--- src/rtl/ks_adder_pipe.sv ---
// Pipelined Kogge-Stone adder/subtractor: one register rank per prefix level,
// fixed latency LEVELS+2, valid/ready handshake with full-pipeline stall.
module ks_adder_pipe #(
  parameter int WIDTH = 16
) (
  input  logic             clk,
  input  logic             rst,
  input  logic             in_valid,
  output logic             in_ready,
  input  logic [WIDTH-1:0] a,
  input  logic [WIDTH-1:0] b,
  input  logic             cin,
  input  logic             sub,
  output logic             out_valid,
  input  logic             out_ready,
  output logic [WIDTH-1:0] sum,
  output logic             cout,
  output logic             ovf
);

  localparam int LEVELS = $clog2(WIDTH);

  logic             w_adv;

  logic [WIDTH-1:0] w_b_eff;
  logic             w_c0;
  logic [WIDTH-1:0] w_p0;
  logic [WIDTH-1:0] w_g0;

  logic [WIDTH-1:0] r_g_p   [0:LEVELS];
  logic [WIDTH-1:0] r_pg_p  [0:LEVELS-1];
  logic [WIDTH-1:0] r_p_p   [0:LEVELS];
  logic             r_c0_p  [0:LEVELS];
  logic             r_vld_p [0:LEVELS];

  logic [WIDTH-1:0] w_g_nxt  [1:LEVELS];
  logic [WIDTH-1:0] w_pg_nxt [1:LEVELS-1];

  logic [WIDTH-1:0] w_carry;
  logic [WIDTH-1:0] w_sum;
  logic             w_cout;
  logic             w_ovf;

  logic [WIDTH-1:0] r_sum;
  logic             r_cout;
  logic             r_ovf;
  logic             r_out_vld;

  assign w_adv    = !r_out_vld || out_ready;
  assign in_ready = w_adv;

  // Stage 0: operand conditioning; carry-in folded into bit 0 generate
  always_comb begin
    w_b_eff = sub ? ~b : b;
    w_c0    = sub | cin;
    w_p0    = a ^ w_b_eff;
    w_g0    = a & w_b_eff;
    w_g0[0] = (a[0] & w_b_eff[0]) | (w_p0[0] & w_c0);
  end

  // Stages 1..LEVELS: one Kogge-Stone prefix level each; bits below the span
  // already hold their complete prefix and pass through unchanged
  for (genvar k = 1; k <= LEVELS; k++) begin : g_lvl
    localparam int SPAN = 1 << (k - 1);
    for (genvar i = 0; i < WIDTH; i++) begin : g_bit
      if (i >= SPAN) begin : g_black
        assign w_g_nxt[k][i] = r_g_p[k-1][i] | (r_pg_p[k-1][i] & r_g_p[k-1][i-SPAN]);
        if (k < LEVELS) begin : g_pg
          assign w_pg_nxt[k][i] = r_pg_p[k-1][i] & r_pg_p[k-1][i-SPAN];
        end
      end else begin : g_pass
        assign w_g_nxt[k][i] = r_g_p[k-1][i];
        if (k < LEVELS) begin : g_pg
          assign w_pg_nxt[k][i] = r_pg_p[k-1][i];
        end
      end
    end
  end

  // Final stage: carry into bit i is the prefix generate of bits i-1..0
  always_comb begin
    w_carry = {r_g_p[LEVELS][WIDTH-2:0], r_c0_p[LEVELS]};
    w_sum   = r_p_p[LEVELS] ^ w_carry;
    w_cout  = r_g_p[LEVELS][WIDTH-1];
    w_ovf   = w_carry[WIDTH-1] ^ w_cout;
  end

  always_ff @(posedge clk) begin
    if (w_adv) begin
      r_g_p[0]  <= w_g0;
      r_pg_p[0] <= w_p0;
      r_p_p[0]  <= w_p0;
      r_c0_p[0] <= w_c0;
      for (int k = 1; k <= LEVELS; k++) begin
        r_g_p[k]  <= w_g_nxt[k];
        r_p_p[k]  <= r_p_p[k-1];
        r_c0_p[k] <= r_c0_p[k-1];
      end
      for (int k = 1; k < LEVELS; k++) begin
        r_pg_p[k] <= w_pg_nxt[k];
      end
    end
  end

  always_ff @(posedge clk) begin
    if (rst) begin
      for (int k = 0; k <= LEVELS; k++) begin
        r_vld_p[k] <= 1'b0;
      end
      r_out_vld <= 1'b0;
      r_sum     <= '0;
      r_cout    <= 1'b0;
      r_ovf     <= 1'b0;
    end else if (w_adv) begin
      r_vld_p[0] <= in_valid;
      for (int k = 1; k <= LEVELS; k++) begin
        r_vld_p[k] <= r_vld_p[k-1];
      end
      r_out_vld <= r_vld_p[LEVELS];
      r_sum     <= w_sum;
      r_cout    <= w_cout;
      r_ovf     <= w_ovf;
    end
  end

  assign out_valid = r_out_vld;
  assign sum       = r_sum;
  assign cout      = r_cout;
  assign ovf       = r_ovf;

endmodule
--- config.mk ---
export PLATFORM = sky130hd
export DESIGN_NAME = ks_adder_pipe
export DESIGN_NICKNAME = d
export VERILOG_FILES = /design/src/rtl/ks_adder_pipe.sv
export SDC_FILE = /design/constraint.sdc
export NUM_CORES = 1
export LEC_CHECK = 0
export ABC_CLOCK_PERIOD_IN_PS = 2800
export CORE_MARGIN = 4
export CORE_UTILIZATION = 50
export CTS_BUF_LIST = sky130_fd_sc_hd__clkbuf_16
export CTS_CLUSTER_SIZE = 12
export DETAILED_ROUTE_END_ITERATION = 10
export GPL_ROUTABILITY_DRIVEN = 0
export GPL_TIMING_DRIVEN = 0
export PLACE_DENSITY_LB_ADDON = 0.2
export SYNTH_ARGS = -nofsm -noshare
export SYNTH_HDL_FRONTEND = slang
export SYNTH_SLANG_ARGS = --single-unit
--- constraint.sdc ---
create_clock -name clk -period 2.8 [get_ports clk]
set_input_delay 0.56 -clock clk [delete_from_list [all_inputs] [get_ports clk]]
set_output_delay 0.56 -clock clk [all_outputs]
set_load 0.01 [all_outputs]
# Word-level counts from Yosys, hierarchy flattened
# Memories as Yosys holds them, arrays and structs flattened. A register that Yosys moved wholly into a read port is not among the register bits.
# Cells that the tools add are included.
# classes
multipliers,0
shifts,0
n_eq_ne,0
reduce_logical,2
add_sub_neg,0
mux,12
bitwise_logic,153
n_div,0
n_lt_le_gt_ge,0
# ops
operator,count
bitwise AND 1 bit,92
OR 1 bit,56
XOR 16 bit,2
bitwise AND 16 bit,1
2-to-1 mux 16 bit,1
NOT 16 bit,1
2-to-1 mux 1 bit,11
logical NOT 1 bit,1
logical OR 1 bit,1
XOR 1 bit,1
# totals
rom_bits,0
ff_bits,18
inputBits,38
mem_count,5
latchBits,0
out_inout_bits,20
ram_bits,234
# mem_list
name,words,width,read_ports,rd_clocked_by_memory_dff,write_ports,line,source
r_g_p,5,16,5,0,5,30,logic [WIDTH-1:0] r_g_p [0:LEVELS];
r_p_p,5,16,5,0,5,32,logic [WIDTH-1:0] r_p_p [0:LEVELS];
r_pg_p,4,16,4,0,4,31,logic [WIDTH-1:0] r_pg_p [0:LEVELS-1];
r_c0_p,5,1,5,0,5,33,logic r_c0_p [0:LEVELS];
r_vld_p,5,1,5,1,5,34,logic r_vld_p [0:LEVELS];

# Depth between registers and ports, before layout
# logic_depth
depth_word,6
ltp_mapped,5

# Least setup slack after synthesis
# Ideal clock, no wire load.
# synth_path
path_type,input to output
from,in out_ready
to,out in_ready
arrival_time_ps,1723
n_path_buf,1
cell_stages,3
required_ps,2240
slack_ps,517
path_cell_list,nor2b_4 -> inv_6 -> buf_6
# synth_between
elab_chain_len,1
# synth_rtl
item,line,source
from (decl),15,"input logic out_ready,"
logical OR 1 bit,49,assign w_adv = !r_out_vld || out_ready;
to (decl),9,"output logic in_ready,"
# No other way between the ends.

# Final worst setup path
# Ends and elaborated chain as after synthesis.

==> impl_metrics.env <==
export IMPL_status="finished, final reports clean"
export IMPL_post_cts_buffers=0
export IMPL_start_util=0.5079
export IMPL_rows=46
export IMPL_fp_dieH_um=134.6
export IMPL_cp_slowest_stage_delay_ps=580
export IMPL_clockBufferDepth=3
export IMPL_path_delay_family="buffers and inverters"
export IMPL_post_route_period_util=0.9434
export IMPL_hold_violations=0
export IMPL_crit_buf_inv=4
export IMPL_vias=3429
export IMPL_slew_headroom=0.6207
export IMPL_max_cap_violations=0
export IMPL_grt_pass1_vias=3475
export IMPL_leakage_nw=3.912
export IMPL_drive_above_1_share=0.1035
export IMPL_fin_crit_ps=2642
export IMPL_yosysWarnings=0
export IMPL_synthCells=412
export IMPL_clock_sinks=223
export IMPL_crit_fanout=45
export IMPL_endpoint_kind="primary output"
export IMPL_r2r_cells=4
export IMPL_fmax_ghz=0.3786
export IMPL_first_iter_violations=252
export IMPL_synth_seq_cells=223
export IMPL_clock_latency_ps=500
export IMPL_via_per_inst=4.710
export IMPL_ys_seq_area_frac=0.8122
export IMPL_track_usage=0.1220
export IMPL_whs_path_depth=0
export IMPL_cts_tree="done"
export IMPL_synth_net_count=466
export IMPL_syn_area_per_cell_um2=19.44
export IMPL_critical_path_slowest_cell="clkdlybuf4s50_1"
export IMPL_yosysTopAreaCellShare=0.7648
export IMPL_grt_max_degree=122
export IMPL_cts_root_buffer="clkbuf_16"
export IMPL_nets=549
export IMPL_cp_depth=5
export IMPL_dieArea_um2=18110
export IMPL_drc=0
export IMPL_grt_pass1_wl_um=17560
export IMPL_wl_per_cell_um=14.54
export IMPL_fin_skew_ps=14.58
export IMPL_crit_required_ps=2240
export IMPL_synthTopCellsByArea="edfxtp_1, dfxtp_1, a21o_1, and2_1, a211oi_2"
export IMPL_antenna_found_initial=0
export IMPL_cpMostUsedCell="clkdlybuf4s50_1"
export IMPL_drtPass1Iterations=4
export IMPL_power_density_nw_per_um2=793.0
export IMPL_core_area_um2=15770
export IMPL_yosys_area_top_type="edfxtp_1"
export IMPL_fin_area_um2=9570
export IMPL_path_cells="clkdlybuf4s50_1 -> nor2b_4 -> inv_6 -> buf_16 -> clkdlybuf4s50_1"
export IMPL_clkTransAtPathRegs_ps=50
export IMPL_holdWs_ps=413.7
export IMPL_place_area_um2=8872
export IMPL_overflow=0
export IMPL_ir_worst_vdd_mv=0.5668
export IMPL_fp_dieW_um=134.6
export IMPL_drv_slew=0
export IMPL_dp_cells=685
export IMPL_cp_start_kind="input pin"
export IMPL_diodes=0
export IMPL_pin_count=58
export IMPL_portBuffers=56
export IMPL_wirelength_um=10580
export IMPL_rsz0062_at_grt="false"
export IMPL_htree_levels=1
export IMPL_worstPathArrival_ps=2080
export IMPL_layoutNonFillerInstCount=728
export IMPL_crit_type="in -> out"
export IMPL_synthDistinctLibCells=18
export IMPL_min_path_type="reg -> reg"
export IMPL_drtAntennaViolNets=0
export IMPL_dpl_hpwl_um=6770
export IMPL_setup_viol=0
export IMPL_area_growth_syn_to_layout_pct=19.48
export IMPL_worstMarginPinSlew_ps=568.9
export IMPL_syn_area_um2=8010
export IMPL_numCtsBuffers=23
export IMPL_fin_total_pwr_w=0.007589
state kept, by name, summed over array words and instances (netlist names):
| register | cells |
|---|---|
| r_g_p | 80 |
| r_p_p | 80 |
| r_pg_p | 34 |
| sum | 16 |
| r_c0_p | 5 |
| r_vld_p | 5 |
| cout | 1 |
| out_valid | 1 |
| ovf | 1 |
timing repair:
action                                  in CTS  in global routing
hold buffers                                 0                  0
resized for setup                            2                  0
endpoints found under the setup margin       1                  0
stage by stage:
stage,setup TNS [ps],utilization,setup WS (ps)
2_1_floorplan,0,-,516.8
3_3_place_gp,-37480,0.5606,-1064
3_5_place_dp,-209.2,0.5626,-209.2
4_1_cts,0,0.6069,120.8
5_1_grt,0,0.6069,64.51
6_report,0,0.6069,158.4
cells in the mapped netlist (all sizes together):
cell type,instances
nor2,20
a211oi,17
xor2,16
a21oi,1
buf,7
edfxtp,204
nand2,2
a21o,50
ha,16
inv,1
and2,39
dfxtp,19
or2,1
xnor2,17
or2b,1
nor2b,1
where the power goes:
group	internal [W]	switching [W]	total, W
clock network	0.00148	0.00110	0.00258
registers	0.00422	0.000237	0.00446
logic	0.000350	0.000198	0.000548
total	0.00605	0.00154	0.00759
path summary, 6_finish.rpt:
check | from | end | slack (ps)
min reg2reg | r_c0_p[0][3] | r_c0_p[0][4] | 410
min | r_c0_p[0][3] | r_c0_p[0][4] | 410
max reg2reg | out_valid | r_pg_p[1][3] | 1090
max | out_ready | in_ready | 160
cells by family (layout without fill, tap and decap cells):
family	Yosys count	after routing	share of synthesized area
buffers and inverters	8	108	0.008434
AO/OA/AOI/OAI	68	68	0.07404
adder cells (fa/ha/maj)	16	16	0.02499
AND/OR/NAND/NOR	64	64	0.04420
flip-flops	223	223	0.8122
XOR/XNOR	33	33	0.03608
area by class of cell:
| type | count | area, um^2 |
|---|---|---|
| Buffer | 7 | 75.07 |
| Clock buffer | 23 | 575.6 |
| Clock inverter | 19 | 77.57 |
| Fill cell | 1181 | 6200 |
| Inverter | 1 | 8.758 |
| Multi-Input combinational cell | 181 | 1436 |
| Sequential cell | 223 | 6506 |
| Tap cell | 216 | 270.3 |
| Timing Repair Buffer | 58 | 620.6 |
worst register-to-register path: stages, from the launching register on:
cell and delay (ps):
dfxtp_1 310, nor2b_4 150, inv_6 110, buf_16 240, buf_16 450
routing by layer:
| layer | vias up | GRT usage | part of all wire |
|---|---|---|---|
| met1 | 1602 | 0.1562 | 0.42 |
| met4 | 0 | 0.04921 | 0.027 |
| met5 | - | 0 | 0 |
| met3 | 25 | 0.02534 | 0.054 |
| met2 | 77 | 0.2056 | 0.49 |
| li1 | 1725 | - | - |
layout by cell type (no fill, tap or decap), drive strengths merged:
cell type	netlist	routed
dfxtp	19	19
xnor2	17	17
a211oi	17	17
or2b	1	1
nor2	20	20
ha	16	16
a21o	50	50
xor2	16	16
a21oi	1	1
nand2	2	2
bufbuf	0	1
clkdlybuf4s50	0	56
buf	7	8
clkbuf	0	23
or2	1	1
and2	39	39
clkinv	0	6
inv	1	14
edfxtp	204	204
nor2b	1	1
No activity file was read; power rests on OpenSTA's default activity.
